## config.mk

```make
export PLATFORM = sky130hd
export DESIGN_NAME = v8cpu_alu_seq_flat
export DESIGN_NICKNAME = d
export VERILOG_FILES = /design/src/rtl/v8cpu_alu_seq_if.sv /design/src/rtl/v8cpu_alu_seq.sv /design/src/flat_wrapper.sv
export SDC_FILE = /design/constraint.sdc
export NUM_CORES = 1
export LEC_CHECK = 0
export CORE_MARGIN = 2
export CORE_UTILIZATION = 54
export DETAILED_ROUTE_END_ITERATION = 7
export GPL_ROUTABILITY_DRIVEN = 0
export HOLD_SLACK_MARGIN = 0.02
export PLACE_DENSITY = 0.84
export RECOVER_POWER = 25
export REMOVE_ABC_BUFFERS = 1
export SYNTH_ARGS = -nofsm -noshare
export SYNTH_HDL_FRONTEND = slang
export SYNTH_SLANG_ARGS = --single-unit
```

## constraint.sdc

```tcl
create_clock -name clk -period 7 [get_ports clk]
set_input_delay 2.1 -clock clk [delete_from_list [all_inputs] [get_ports clk]]
set_output_delay 2.1 -clock clk [all_outputs]
set_load 0.02 [all_outputs]
```

## src/rtl/v8cpu_alu_seq_if.sv

```systemverilog
// Request/result bundle for v8cpu_alu_seq: request handshake, operands, result handshake and status.
// master = requester/consumer side, slave = ALU side.
interface v8cpu_alu_seq_if #(
    parameter int WIDTH = 8
);
    logic             in_valid;
    logic             in_ready;
    logic [3:0]       op;
    logic [WIDTH-1:0] a;
    logic [WIDTH-1:0] b;
    logic [7:0]       flags;
    logic             out_valid;
    logic             out_ready;
    logic [WIDTH-1:0] c;
    logic [7:0]       newFlags;
    logic             busy;

    modport master (
        output in_valid, op, a, b, flags, out_ready,
        input  in_ready, out_valid, c, newFlags, busy
    );

    modport slave (
        input  in_valid, op, a, b, flags, out_ready,
        output in_ready, out_valid, c, newFlags, busy
    );
endinterface

```

## src/rtl/v8cpu_alu_seq.sv

```systemverilog
// Sequential ALU; MUL (shift-add) and DIV/MOD (restoring) exist only with V8CPU_ALU_MULDIV_EN defined.
// Latency: result 1 cycle after accept, WIDTH+1 cycles for MUL/DIV/MOD.
// Backpressure: result held in DONE until out_ready; in_ready only in IDLE and never while rst is high.
module v8cpu_alu_seq #(
    parameter int WIDTH = 8
) (
    input  logic           clk,
    input  logic           rst,
    v8cpu_alu_seq_if.slave bus
);
    typedef enum logic [1:0] {IDLE, BUSY, DONE} state_t;

    state_t           state, stateNext;
    logic [WIDTH-1:0] cReg;
    logic [7:0]       flagsReg;
    logic             accept;
    logic             isMulDiv;
    logic             lastStep;
    logic [WIDTH:0]   sum, diff;
    logic [WIDTH-1:0] scC;
    logic             scCarry, scOvf;
    logic             unusedBits;

    assign bus.in_ready  = (state == IDLE) && !rst;
    assign bus.out_valid = (state == DONE);
    assign bus.busy      = (state != IDLE);
    assign bus.c         = cReg;
    assign bus.newFlags  = flagsReg;
    assign accept        = bus.in_valid && bus.in_ready;

    assign sum  = {1'b0, bus.a} + {1'b0, bus.b};
    assign diff = {1'b0, bus.a} - {1'b0, bus.b};

    // Single-cycle results; unlisted opcodes fall out as c=0 so Z=1, C=N=V=0.
    always_comb begin
        scC     = '0;
        scCarry = 1'b0;
        scOvf   = 1'b0;
        case (bus.op)
            4'd0: begin
                scC     = sum[WIDTH-1:0];
                scCarry = sum[WIDTH];
                scOvf   = (bus.a[WIDTH-1] == bus.b[WIDTH-1]) && (sum[WIDTH-1] != bus.a[WIDTH-1]);
            end
            4'd1: begin
                scC     = diff[WIDTH-1:0];
                scCarry = diff[WIDTH];
                scOvf   = (bus.a[WIDTH-1] != bus.b[WIDTH-1]) && (diff[WIDTH-1] != bus.a[WIDTH-1]);
            end
            4'd2: scC = bus.a & bus.b;
            4'd3: scC = bus.a | bus.b;
            4'd4: scC = bus.a ^ bus.b;
            4'd5: begin
                scC     = {bus.a[WIDTH-2:0], 1'b0};
                scCarry = bus.a[WIDTH-1];
            end
            4'd6: begin
                scC     = {1'b0, bus.a[WIDTH-1:1]};
                scCarry = bus.a[0];
            end
            default: ;
        endcase
    end

`ifdef V8CPU_ALU_MULDIV_EN
    localparam int CW = $clog2(WIDTH);

    logic [3:0]         opReg;
    logic [WIDTH-1:0]   aReg, bReg;
    logic [3:0]         hiFlags;
    logic [2*WIDTH-1:0] p, pStep;
    logic [CW-1:0]      cnt;
    logic [WIDTH:0]     mulSum, divShift, divRem;
    logic               divFits, bZero;
    logic [WIDTH-1:0]   mdC;
    logic               mdCarry;

    assign isMulDiv = (bus.op == 4'd7) || (bus.op == 4'd8) || (bus.op == 4'd9);
    assign lastStep = (cnt == '0);
    assign bZero    = (bReg == '0);

    // p holds {partial product, multiplier} for MUL and {remainder, dividend/quotient} for DIV/MOD.
    assign mulSum   = {1'b0, p[2*WIDTH-1:WIDTH]} + {1'b0, aReg & {WIDTH{p[0]}}};
    assign divShift = {p[2*WIDTH-1:WIDTH], p[WIDTH-1]};
    assign divFits  = divShift >= {1'b0, bReg};
    assign divRem   = divFits ? divShift - {1'b0, bReg} : divShift;

    always_comb begin
        pStep = {divRem[WIDTH-1:0], p[WIDTH-2:0], divFits};
        if (opReg == 4'd7) begin
            pStep = {mulSum, p[WIDTH-1:1]};
        end
    end

    always_comb begin
        mdC     = pStep[WIDTH-1:0];
        mdCarry = 1'b0;
        case (opReg)
            4'd7: mdCarry = |pStep[2*WIDTH-1:WIDTH];
            4'd8: begin
                mdCarry = bZero;
                if (bZero) mdC = '1;
            end
            default: begin
                mdCarry = bZero;
                mdC     = bZero ? aReg : pStep[2*WIDTH-1:WIDTH];
            end
        endcase
    end

    always_ff @(posedge clk) begin
        if (accept && isMulDiv) begin
            opReg   <= bus.op;
            aReg    <= bus.a;
            bReg    <= bus.b;
            hiFlags <= bus.flags[7:4];
            cnt     <= CW'(WIDTH - 1);
            p       <= {{WIDTH{1'b0}}, (bus.op == 4'd7) ? bus.b : bus.a};
        end else if (state == BUSY) begin
            p   <= pStep;
            cnt <= cnt - CW'(1);
        end
    end

    assign unusedBits = ^{bus.flags[3:0], divRem[WIDTH]};
`else
    assign isMulDiv   = 1'b0;
    assign lastStep   = 1'b0;
    assign unusedBits = ^bus.flags[3:0];
`endif

    always_comb begin
        stateNext = state;
        case (state)
            IDLE:    if (accept) stateNext = isMulDiv ? BUSY : DONE;
            BUSY:    if (lastStep) stateNext = DONE;
            DONE:    if (bus.out_ready) stateNext = IDLE;
            default: stateNext = IDLE;
        endcase
    end

    always_ff @(posedge clk) begin
        if (rst) begin
            state    <= IDLE;
            cReg     <= '0;
            flagsReg <= '0;
        end else begin
            state <= stateNext;
            if (accept && !isMulDiv) begin
                cReg     <= scC;
                flagsReg <= {bus.flags[7:4], scOvf, scC[WIDTH-1], scCarry, scC == '0};
            end
`ifdef V8CPU_ALU_MULDIV_EN
            if (state == BUSY && lastStep) begin
                cReg     <= mdC;
                flagsReg <= {hiFlags, (opReg == 4'd7) && mdCarry, mdC[WIDTH-1], mdCarry, mdC == '0};
            end
`endif
        end
    end
endmodule

```

## src/flat_wrapper.sv

```systemverilog
// flat-port wrapper written by rule: the top's interface ports become plain ports
module v8cpu_alu_seq_flat 
#(
    parameter int WIDTH = 8
)
  (clk, rst, bus_in_valid, bus_op, bus_a, bus_b, bus_flags, bus_out_ready, bus_in_ready, bus_out_valid, bus_c, bus_newFlags, bus_busy);
  v8cpu_alu_seq_if #(.WIDTH(WIDTH)) bus_i ();
  input  logic clk;
  input  logic rst;
  input wire logic [$bits(bus_i.in_valid)-1:0] bus_in_valid;
  input wire logic [$bits(bus_i.op)-1:0] bus_op;
  input wire logic [$bits(bus_i.a)-1:0] bus_a;
  input wire logic [$bits(bus_i.b)-1:0] bus_b;
  input wire logic [$bits(bus_i.flags)-1:0] bus_flags;
  input wire logic [$bits(bus_i.out_ready)-1:0] bus_out_ready;
  output wire logic [$bits(bus_i.in_ready)-1:0] bus_in_ready;
  output wire logic [$bits(bus_i.out_valid)-1:0] bus_out_valid;
  output wire logic [$bits(bus_i.c)-1:0] bus_c;
  output wire logic [$bits(bus_i.newFlags)-1:0] bus_newFlags;
  output wire logic [$bits(bus_i.busy)-1:0] bus_busy;
  assign bus_i.in_valid = bus_in_valid;
  assign bus_i.op = bus_op;
  assign bus_i.a = bus_a;
  assign bus_i.b = bus_b;
  assign bus_i.flags = bus_flags;
  assign bus_i.out_ready = bus_out_ready;
  assign bus_in_ready = bus_i.in_ready;
  assign bus_out_valid = bus_i.out_valid;
  assign bus_c = bus_i.c;
  assign bus_newFlags = bus_i.newFlags;
  assign bus_busy = bus_i.busy;
  v8cpu_alu_seq #(.WIDTH(WIDTH)) u_core (.clk(clk), .rst(rst), .bus(bus_i));
endmodule
```

==> summary.txt, run 1 <==
Outcome
  • Status: finished, final reports clean

Clock network
  • Hold-fix buffers at CTS: 0
  • Clock Pin Slew Worst Setup and Hold Paths: 0.08 ns
  • Root Buffer: clkbuf_4
  • CTS Buffer Depth: 2
  • Post-CTS setup buffer count: 0
  • Cts repair resizes: 0
  • CTS Buf Count: 3
  • Num Clock Sinks: 16
  • Clk_lat worst skew: 0.28 ns
  • TritonCTS clock tree: yes
  • H-Tree Level Count: 1

Layout
  • Diode count: 0
  • Layout area overhead: 23.1%
  • Final #Nets: 353
  • Most frequent cells in the layout: clkdlybuf4s50_1, ha_1, inv_1, nand2_1
  • Layout cells sized above 1: 5.10%
  • Multi-input gate area: 0.00147 mm2
  • Final Util: 71.1%
  • Most common cell after layout, fill and taps aside: clkdlybuf4s50_1
  • Layout Cells excl Fill: 340
  • Fill count: 314
  • Seq. cell area: 320 um2

Timing
  • Worst Max-Slew Pin Slew: 0.917 ns
  • Final setup fails: 0
  • Hold Fails Final Rpt: 0
  • Setup Total Neg Slack: 0 ns
  • RSZ-0062 raised after global routing: no
  • Layout Skew: 0.00537 ns
  • Minimum clock period: 5.60 ns
  • Relative slew slack: 38.7%
  • Max Slew Vio Count: 0
  • Fmax: 0.178 GHz
  • Final period util: 80.0%

Logic synthesis
  • Synth Area in Compound Gates: 29.6%
  • Mapped Cells: 262
  • Synth Area per Inst: 7.53 um2
  • Synth Area in Simple Gates: 24.2%
  • #FFs+latches synth: 16
  • Yosys cell types: 61
  • Post-Synth XOR/XNOR Area: 1.78%
  • Main combinational cell family by area after synthesis: compound AO/OA/AOI/OAI gates
  • Number of synthesized flops with an enable pin: 0
  • Asr flop ratio synth: 0%
  • Post-Synth Adder-Cell Area: 17.3%
  • Mux cell area share after synthesis: 1.59%
  • Post-synth top flop: dfxtp_1
  • Ys Warns: 0
  • Synthesized area: 0.00197 mm2
  • Seq/Total Area, Yosys: 16.2%

Routing
  • DRC violations left: 0
  • Drt first pass iters: 4
  • Vias: 2071
  • Vias per cell: 6.09
  • WL final: 5070 um
  • Routed len/inst: 14.9 um
  • Post-DRT Antenna Nets: 0
  • Initial DRC count: 141

Floorplanning
  • Std cell rows: 21
  • Core area: 0.00342 mm2
  • Die footprint: 0.00415 mm2
  • Die height: 64.4 um
  • DIE WIDTH: 64.4 um
  • Initial core utilization: 57.7%
  • IO Pins: 51

GRT
  • Largest net degree at the start of global routing: 26
  • Vias in the first global route: 1881
  • Total gr overflow: 0
  • Total GRT Usage: 25.4%
  • Number of antenna violations at the first check in global routing: 0
  • First-pass GRT wire length: 8570 um

Power
  • PwrDens: 126 mW/mm2
  • IR drop worst, VDD: 65.1 uV
  • Static leakage: 0.982 nW
  • Total Power: 0.307 mW

Setup path
  • R2R setup slack: 5.18 ns
  • CP Capture Type: output pin
  • Setup CP Type: in -> out
  • Req. time, crit path: 4.90 ns
  • Critical Path Fanout Max: 4
  • Worst setup SP type: primary input
  • CP arrival: 3.50 ns

Run
  • Max-Cap Viols: 0

Placement
  • Final HPWL DP: 4100 um
  • IO buf count: 46
  • Placed Cells: 336

Worst hold path
  • Worst hold path class: reg -> reg
-- where the power goes --
group          switching (mW)  internal, mW
combinational          0.0817        0.0648
clock                  0.0273        0.0316
sequential            0.00355        0.0977
total                   0.113         0.194
-- registers in the layout, indices dropped and copies added, names as in the netlist --
signal               flops
u_core.bus.newFlags      8
u_core.bus.c             7
u_core.state             1
-- cell families after synthesis --
kind of cell             after synthesis
AND/OR/NAND/NOR                       91
XOR/XNOR                               4
multiplexers                           3
buffers and inverters                 41
AO/OA/AOI/OAI                         81
flip-flops                            16
adder cells (fa/ha/maj)               26
-- synthesized netlist by cell type (3+ instances only) --
cell / count / area, um2
a211o_1: 4 / 35.0
a211oi_1: 4 / 30.0
a21oi_1: 10 / 50.1
a221oi_1: 3 / 26.3
a22oi_1: 5 / 37.5
buf_2: 7 / 35.0
clkbuf_1: 6 / 22.5
dfxtp_1: 16 / 320
ha_1: 24 / 300
inv_1: 23 / 86.3
nand2_1: 21 / 78.8
nand3_1: 13 / 65.1
nor2_1: 19 / 71.3
nor2b_1: 7 / 43.8
nor3_1: 11 / 55.1
nor3b_1: 3 / 22.5
o211ai_1: 4 / 30.0
o21ai_0: 19 / 95.1
o22ai_1: 5 / 31.3
or4_1: 5 / 37.5
xnor2_1: 3 / 26.3
-- worst max-delay path, cell delays in order --
cell             delay, ns
dlygate4sd3_1         0.60
nor2_1                0.17
clkdlybuf4s50_1       0.63
-- cell type report --
| cell class | count | share of cell area, % |
|---|---|---|
| multi-input cells | 205 | 60.4 |
| well taps | 46 | 2.37 |
| repair buffers | 46 | 19.0 |
| flip-flops and latches | 16 | 13.2 |
| inverters | 23 | 3.56 |
| clock buffers | 4 | 1.49 |
-- layer usage --
metal	GRT usage [%]	part of all wire [%]	wire length, um	vias to the layer above
met5	0	0	0	-
met4	5.85	1.8	89	0
met3	1.74	6.5	331	8
met2	45.7	49	2500	95
met1	33.1	42	2150	950
li1	-	-	-	1018
-- worst paths after layout --
path                    from                     end  depth (start not counted)
min          u_core.bus.c[0]         u_core.bus.c[0]                          2
max reg2reg  u_core.state[1]  u_core.bus.newFlags[0]                          7
max                      rst            bus_in_ready                          3
min reg2reg  u_core.bus.c[0]         u_core.bus.c[0]                          2
-- stage by stage --
step | setup WS (ns) | cell area (um2) | hold slack [ns]
final | 1.40 | 2430 | 0.459
after global routing | 1.36 | 2430 | 0.485
after CTS | 1.53 | 2430 | 0.464
after detailed placement | 1.53 | 2390 | 0.451
after global placement | 1.55 | 2390 | 0.446
after floorplan | 2.47 | 1870 | 0.533
Power figures use the tool's default switching activity.
==> run 2: changes to the inputs <==
CORE_UTILIZATION = 45   (was 54)
PLACE_DENSITY = 0.75   (was 0.84)
clock period = 5.1 ns   (was 7 ns; I/O delays follow)
==> run 2 against run 1 <==
Against the previous run:
- clock skew is 0.0051 ns lower
- first-iteration DRC count is 7.1% lower
- clock-buffer cell count stayed put
- combinational power is 38% higher
- via count is 2.4% lower
- critical endpoint unchanged
- largest power group unchanged
- highest routed layer unchanged
==> summary.txt, run 2 (synthesis gave the netlist of run 1 again) <==
Outcome
  • Status: finished, final reports clean (unchanged)

Setup path
  • Req. time, crit path: 3.57 ns (was 4.90 ns)
  • Worst setup SP type: primary input (unchanged)
  • R2r startpoint: u_core.state[1] (unchanged)
  • Critical Path Fanout Max: 4 (unchanged)
  • Cells on worst reg2reg path: 7 (unchanged)
  • R2R setup slack: 3.32 ns (was 5.18 ns)
  • CP arrival: 2.92 ns (was 3.50 ns)
  • Setup CP Type: in -> out (unchanged)
  • Reg2reg end: u_core.bus.newFlags[0] (unchanged)
  • CP Capture Type: output pin (unchanged)

Placement
  • Final HPWL DP: 4050 um (was 4100 um)
  • IO buf count: 46 (unchanged)
  • Setup WS pre-CTS: 0.760 ns (was 1.53 ns)

Floorplanning
  • Std cell rows: 24 (was 21)
  • DIE WIDTH: 70.2 um (was 64.4 um)
  • IO Pins: 51 (unchanged)
  • Initial core utilization: 45.9% (was 57.7%)
  • Die footprint: 0.00493 mm2 (was 0.00415 mm2)
  • Die height: 70.2 um (was 64.4 um)
  • Core area: 0.00429 mm2 (was 0.00342 mm2)

Worst hold path
  • Startpoint of the worst hold path: u_core.bus.newFlags[4] (was u_core.bus.c[0])
  • Worst hold path class: reg -> reg (unchanged)
  • Hold path depth: 2 (unchanged)
  • Hold EP: u_core.bus.newFlags[4] (was u_core.bus.c[0])

Power
  • Clock Power Share: 24.5% (was 19.2%)
  • PwrDens: 183 mW/mm2 (was 126 mW/mm2)
  • Sequential share of power: 30.9% (was 33.0%)
  • Int Power: 0.292 mW (was 0.194 mW)
  • Static leakage: 1.00 nW (was 0.982 nW)
  • Combinational share of power: 44.6% (was 47.8%)
  • IR drop worst, VDD: 77.5 uV (was 65.1 uV)
  • Total Power: 0.451 mW (was 0.307 mW)
  • Sw Ratio: 35.3% (was 36.7%)
  • NetSw: 0.159 mW (was 0.113 mW)

Run
  • Max-Cap Viols: 0 (unchanged)

Timing
  • Final period util: 87.2%
  • Max Slew Vio Count: 0 (unchanged)
  • Relative slew slack: 55.4% (was 38.7%)
  • Final setup fails: 0 (unchanged)
  • Setup Total Neg Slack: 0 ns (unchanged)
  • Worst Max-Slew Pin Slew: 0.667 ns (was 0.917 ns)
  • Fmax: 0.225 GHz
  • Layout Skew: 0.000283 ns (was 0.00537 ns)
  • Fin worst setup slack: 0.651 ns (was 1.40 ns)
  • RSZ-0062 raised after global routing: no (unchanged)
  • Minimum clock period: 4.45 ns
  • Hold Fails Final Rpt: 0 (unchanged)

Clock network
  • Post-CTS setup buffer count: 0 (unchanged)
  • Root Buffer: clkbuf_8 (was clkbuf_4)
  • Hold-fix buffers at CTS: 0 (unchanged)
  • Cts repair resizes: 0 (unchanged)
  • Clock Pin Slew Worst Setup and Hold Paths: 0.06 ns (was 0.08 ns)
  • TritonCTS clock tree: yes (unchanged)
  • H-Tree Level Count: 1 (unchanged)
  • Clk_lat worst skew: 0.24 ns (was 0.28 ns)
  • Num Clock Sinks: 16 (unchanged)
  • CTS Buf Count: 3 (unchanged)
  • CTS Buffer Depth: 2 (unchanged)

GRT
  • Largest net degree at the start of global routing: 20 (was 26)
  • Vias in the first global route: 1937 (was 1881)
  • Number of antenna violations at the first check in global routing: 0 (unchanged)
  • Total GRT Usage: 21.9% (was 25.4%)
  • Total gr overflow: 0 (unchanged)
  • First-pass GRT wire length: 9050 um (was 8570 um)

Routing
  • Routed len/inst: 14.7 um (was 14.9 um)
  • WL final: 5100 um (was 5070 um)
  • DRC violations left: 0 (unchanged)
  • Vias: 2022 (was 2071)
  • Vias per cell: 5.83 (was 6.09)
  • Post-DRT Antenna Nets: 0 (unchanged)
  • Drt first pass iters: 4 (unchanged)
  • Initial DRC count: 131 (was 141)

Layout
  • Layout area overhead: 24.8% (was 23.1%)
  • Diode count: 0 (unchanged)
  • Most common cell after layout, fill and taps aside: clkdlybuf4s50_1 (unchanged)
  • Most frequent cells in the layout: clkdlybuf4s50_1, ha_1, inv_1, nand2_1 (unchanged)
  • Fill count: 419 (was 314)
  • Seq. cell area: 320 um2 (unchanged)
  • Multi-input gate area: 0.00147 mm2 (unchanged)
  • Final Util: 57.3% (was 71.1%)
  • Max reg flops: 8 (unchanged)
  • Final #Nets: 354 (was 353)
  • Layout cells sized above 1: 5.42% (was 5.10%)
run 2: cell count changes in the layout (fill, tap and decap cells not counted):
| cell | change |
|---|---|
| buf_4 | +1 |
| clkbuf_4 | -3 |
| clkbuf_8 | +3 |
| clkdlybuf4s50_1 | -2 |
| dlygate4sd3_1 | +2 |
run 2: final cells by class:
type,count,share of cell area [%]
Timing Repair Buffer,47,19.0
Inverter,23,3.51
Multi-Input combinational cell,205,59.6
Tap cell,52,2.64
Sequential cell,16,13.0
Clock buffer,4,2.24
run 2: how the worst max path moves through the flow:
| stage | start | endpoint | slack (ns) | cells past startpoint |
|---|---|---|---|---|
| floorplan | bus_b[0] | u_core.bus.newFlags[0] | 1.69 | 9 |
| global placement | bus_a[0] | u_core.bus.newFlags[0] | 0.76 | 11 |
| detailed placement | bus_a[0] | u_core.bus.newFlags[0] | 0.76 | 11 |
| CTS | rst | bus_in_ready | 0.77 | 3 |
| global route | rst | bus_in_ready | 0.58 | 3 |
| finish | rst | bus_in_ready | 0.65 | 3 |
run 2: metrics by stage:
stage,area (um2),hold WS [ns],instances
floorplan,1870,0.533,244
global placement,2410,0.446,343
detailed placement,2410,0.456,343
CTS,2460,0.464,347
global route,2460,0.497,347
finish,2460,0.462,347
run 2: power groups by stage:
stage | Combinational [mW] | Sequential (mW) | Clock (mW)
after global placement | 0.198 | 0.142 | 0
final | 0.201 | 0.139 | 0.111
after detailed placement | 0.200 | 0.142 | 0
after floorplan | 0.104 | 0.155 | 0
after global routing | 0.222 | 0.141 | 0.115
after CTS | 0.201 | 0.140 | 0.111
run 2: worst max-delay path, stage by stage:
cell and delay [ns]:
dlygate4sd3_1 0.59, nor2_1 0.16, clkdlybuf4s50_1 0.63
run 2: metal layers:
metal  part of all wire (%)  vias to the layer above  global-route usage, %
li1                       -                     1013                      -
met1                     45                      907                   30.8
met2                     45                       94                   36.1
met3                    7.7                        8                   2.60
met4                    1.3                        0                   4.70
met5                      0                        -                      0
==> run 3: changes to the inputs <==
CTS_CLUSTER_DIAMETER = 30   (was default)
==> results of run 3 <==
Same layout as run 2: the final DEF is identical, and so are final timing and power.
==> RTL edit 1: new RTL, flow settings as in run 3 <==
Add a define of `V8CPU_ALU_MULDIV_EN`.
--- a/src/rtl/v8cpu_alu_seq.sv
+++ b/src/rtl/v8cpu_alu_seq.sv
@@ -1,6 +1,8 @@
 // Sequential ALU; MUL (shift-add) and DIV/MOD (restoring) exist only with V8CPU_ALU_MULDIV_EN defined.
 // Latency: result 1 cycle after accept, WIDTH+1 cycles for MUL/DIV/MOD.
 // Backpressure: result held in DONE until out_ready; in_ready only in IDLE and never while rst is high.
+`define V8CPU_ALU_MULDIV_EN
+
 module v8cpu_alu_seq #(
     parameter int WIDTH = 8
 ) (
Formal check against the unedited RTL: not equivalent (a bounded check fails within 4 cycles, from zero or initial values and one cycle with rst high).
==> RTL edit 1 against run 3 <==
  * Area after synthesis rose to 2.6 times the old value
  * Total power increased to 4.9 times the old value
  * Sequential cell count grew 44
  * Setup slack lost 0.048 ns
  * Wire length increased to 3.0 times the old value
  * Count of clock-buffer cells in the layout grew 7
  * First-iteration DRC count rose to 3.7 times the old value
  * Final area is 150% higher
==> RTL edit 1: results (changes against run 3) <==
| Metric | Value |
|---|---|
| Post-synth EDFFs | 32 (+32) |
| Post-Place Setup Slack | 0.498 ns (-0.262 ns) |
| Post-Place Cells | 799 (+130%) |
| Drt first pass iters | 6 (+2) |
| Skew final | 0.00860 ns (+0.00832 ns) |
| Minimum hold slack | 0.483 ns (+0.0207 ns) |
| Reg2Reg Launch Point | u_core.p[0] |
| Comb pwr | 0.964 mW (+380%) |
| Met1 wire length | 6150 um (+170%) |
| Mux contribution to synthesized area | 0.0205 (+0.00460) |
| Max FO, Critical Path | 3 (-1) |
| Hold EP | u_core.cnt[0] |
| Met2 wire length | 7390 um (+220%) |
| Post-Syn Area per Cell | 8.18 um^2 (+8.6%) |
| M1 GR Usage | 0.322 (+0.0145) |
| Post-Synth XOR/XNOR Area | 0.0222 (+0.00441) |
| Placed Area | 5750 um^2 (+140%) |
| Switching Share | 0.399 (+0.0465) |
| Via density per instance | 6.29 (+7.9%) |
| Largest net degree at the start of global routing | 23 (+15%) |
| Total GRT Usage | 0.253 (+0.0340) |
| Layout cells sized above 1 | 0.0670 (+0.0127) |
| Worst r2r path cells | 12 (+5) |
| M2 GR Usage | 0.425 (+0.0641) |
| Finished Layout Cells | 815 (+130%) |
| Status | complete, no violations |
| Capturing point of the worst reg2reg path | u_core.bus.newFlags[3] |
| First-iteration detailed-routing DRC count | 491 (+270%) |
| Distinct cells, synth | 73 (+20%) |
| Fillers | 991 (+140%) |
| Cts bufs inserted | 9 (+6) |
| Root Buffer | clkbuf_16 |
| VDD IR max | 0.182 mV (+130%) |
| Hold Crit Start | u_core.cnt[0] |
| Max reg flops | 16 (+8) |
| P_leak | 2.41 nW (+140%) |
RTL edit 1: how the worst max path moves through the flow:
stage / endpoint / slack [ns] / from
4_1_cts: bus_in_ready / 0.61 / rst
3_5_place_dp: u_core.bus.newFlags[0] / 0.50 / bus_b[0]
3_3_place_gp: u_core.bus.newFlags[1] / 0.54 / bus_b[0]
6_report: bus_in_ready / 0.60 / rst
2_1_floorplan: u_core.bus.newFlags[0] / 1.39 / rst
5_1_grt: bus_in_ready / 0.53 / rst
RTL edit 1: worst max-delay path: cells and delay by family:
| kind | cells | cell delay [ns] |
|---|---|---|
| simple gates | 1 | 0.31 |
| buf+inv | 2 | 1.12 |
RTL edit 1: area by class of cell:
type	instances	area, um^2	share of cell area
Clock inverter	5	38.8	0.00640
Multi-Input combinational cell	492	3320	0.548
Timing Repair Buffer	59	558	0.0921
Tap cell	143	179	0.0295
Clock buffer	11	275	0.0454
Sequential cell	60	1520	0.251
Inverter	45	169	0.0279
==> RTL edit 2: new RTL, flow settings as in run 3 <==
Made on the original files. Re-encode `state_t` (3 states) as one-hot, 3 bits wide.
--- a/src/rtl/v8cpu_alu_seq.sv
+++ b/src/rtl/v8cpu_alu_seq.sv
@@ -8,7 +8,7 @@
     input  logic           rst,
     v8cpu_alu_seq_if.slave bus
 );
-    typedef enum logic [1:0] {IDLE, BUSY, DONE} state_t;
+    typedef enum logic [2:0] {IDLE = 3'b001, BUSY = 3'b010, DONE = 3'b100} state_t;
 
     state_t           state, stateNext;
     logic [WIDTH-1:0] cReg;
Formal check against the unedited RTL: same outputs for any inputs over 10 cycles, from zero or initial values and one cycle with rst high; not proved beyond that.
==> RTL edit 2 against run 3 <==
  * Final area rose by 5.8%
  * Global-route usage fell by 0.73 points
  * Synthesized cell count rose by 5.7%
  * Wire length rose by 4.2%
  * Sequential cell count rose by 1
  * Area after synthesis rose by 6.5%
  * Non-clock buffer count rose by 2
  * Sequential share of layout area rose by 0.056 points
  * Core utilization rose by 1.7 points
  * Setup slack improved by 0.018 ns
  * Register-to-register slack got worse by 0.02 ns
  * Total power fell by 0.55%
  * Sequential power rose by 5%
==> RTL edit 2: results (changes against run 3) <==
| Metric | Value |
|---|---|
| Status | complete, no violations |
| M3 GR Usage | 0.0264 (+0.000415) |
| Clock-cell share | 0.0173 (-0.00507) |
| VDD IR max | 0.0680 mV (-12%) |
| Largest net degree at the start of global routing | 26 (+30%) |
| Sequential cells | 17 (+1) |
| Inverters excl. clock | 22 (-4.3%) |
| First-iteration detailed-routing DRC count | 97 (-26%) |
| Post-Place Setup Slack | 0.547 ns (-0.214 ns) |
| Fraction of area in non-clock buffers | 0.185 (-0.00465) |
| Distinct cells, synth | 57 (-6.6%) |
| Number of antenna violations at the first check in global routing | 0 (unchanged) |
| Arr. time, crit path | 2.90 ns (-0.02 ns) |
| Met3 WL post-DR | 503 um (+28%) |
| Skew final | 0.00198 ns (+0.00170 ns) |
| Multi-input combinational area share | 0.610 (+0.0140) |
| Hpwl dp | 4210 um (+3.9%) |
| Worst-Margin Slew | 0.884 ns (+0.217 ns) |
| Area delta synth->final | 24.0% |
| NetSw | 0.159 mW (-0.38%) |
| Synth area leaders | dfxtp_1, ha_1, nand2_1 |
| Total GRT Usage | 0.212 (-0.00729) |
| Non-clock buffers | 49 (+4.3%) |
| M2 GR Usage | 0.371 (+0.0102) |
| M1 GR Usage | 0.270 (-0.0377) |
| Sequential area share after synthesis | 0.162 (-0.000339) |
| Max FO, Critical Path | 3 (-1) |
| Synth cell count leaders | nand2_1, ha_1, inv_1 |
| Post-Synth XOR/XNOR Area | 0.0167 (-0.00108) |
| TNS Setup | 0 ns (unchanged) |
| Via density per instance | 5.85 (+0.37%) |
| P_leak | 1.09 nW (+9.5%) |
| Nets | 371 (+4.8%) |
## RTL edit 2: power by group through the flow
stage               registers [mW]  clock network [mW]  logic (mW)
floorplan                    0.159                   0       0.111
global placement             0.148                   0       0.202
detailed placement           0.149                   0       0.204
CTS                          0.146               0.102       0.205
global route                 0.147               0.108       0.224
finish                       0.146              0.0983       0.205
## RTL edit 2: path summary, 6_finish.rpt
path | start | to | slack (ns) | depth (start not counted)
max | rst | bus_in_ready | 0.67 | 3
min reg2reg | u_core.bus.newFlags[0] | u_core.bus.newFlags[0] | 0.46 | 2
max reg2reg | u_core.state[2] | u_core.bus.newFlags[0] | 3.30 | 5
min | u_core.bus.newFlags[0] | u_core.bus.newFlags[0] | 0.46 | 2
## RTL edit 2: cell families after synthesis
kind of cell             count (synthesis)
flip-flops                              17
adder cells (fa/ha/maj)                 26
AO/OA/AOI/OAI                           75
AND/OR/NAND/NOR                        107
multiplexers                             8
XOR/XNOR                                 4
buffers and inverters                   40
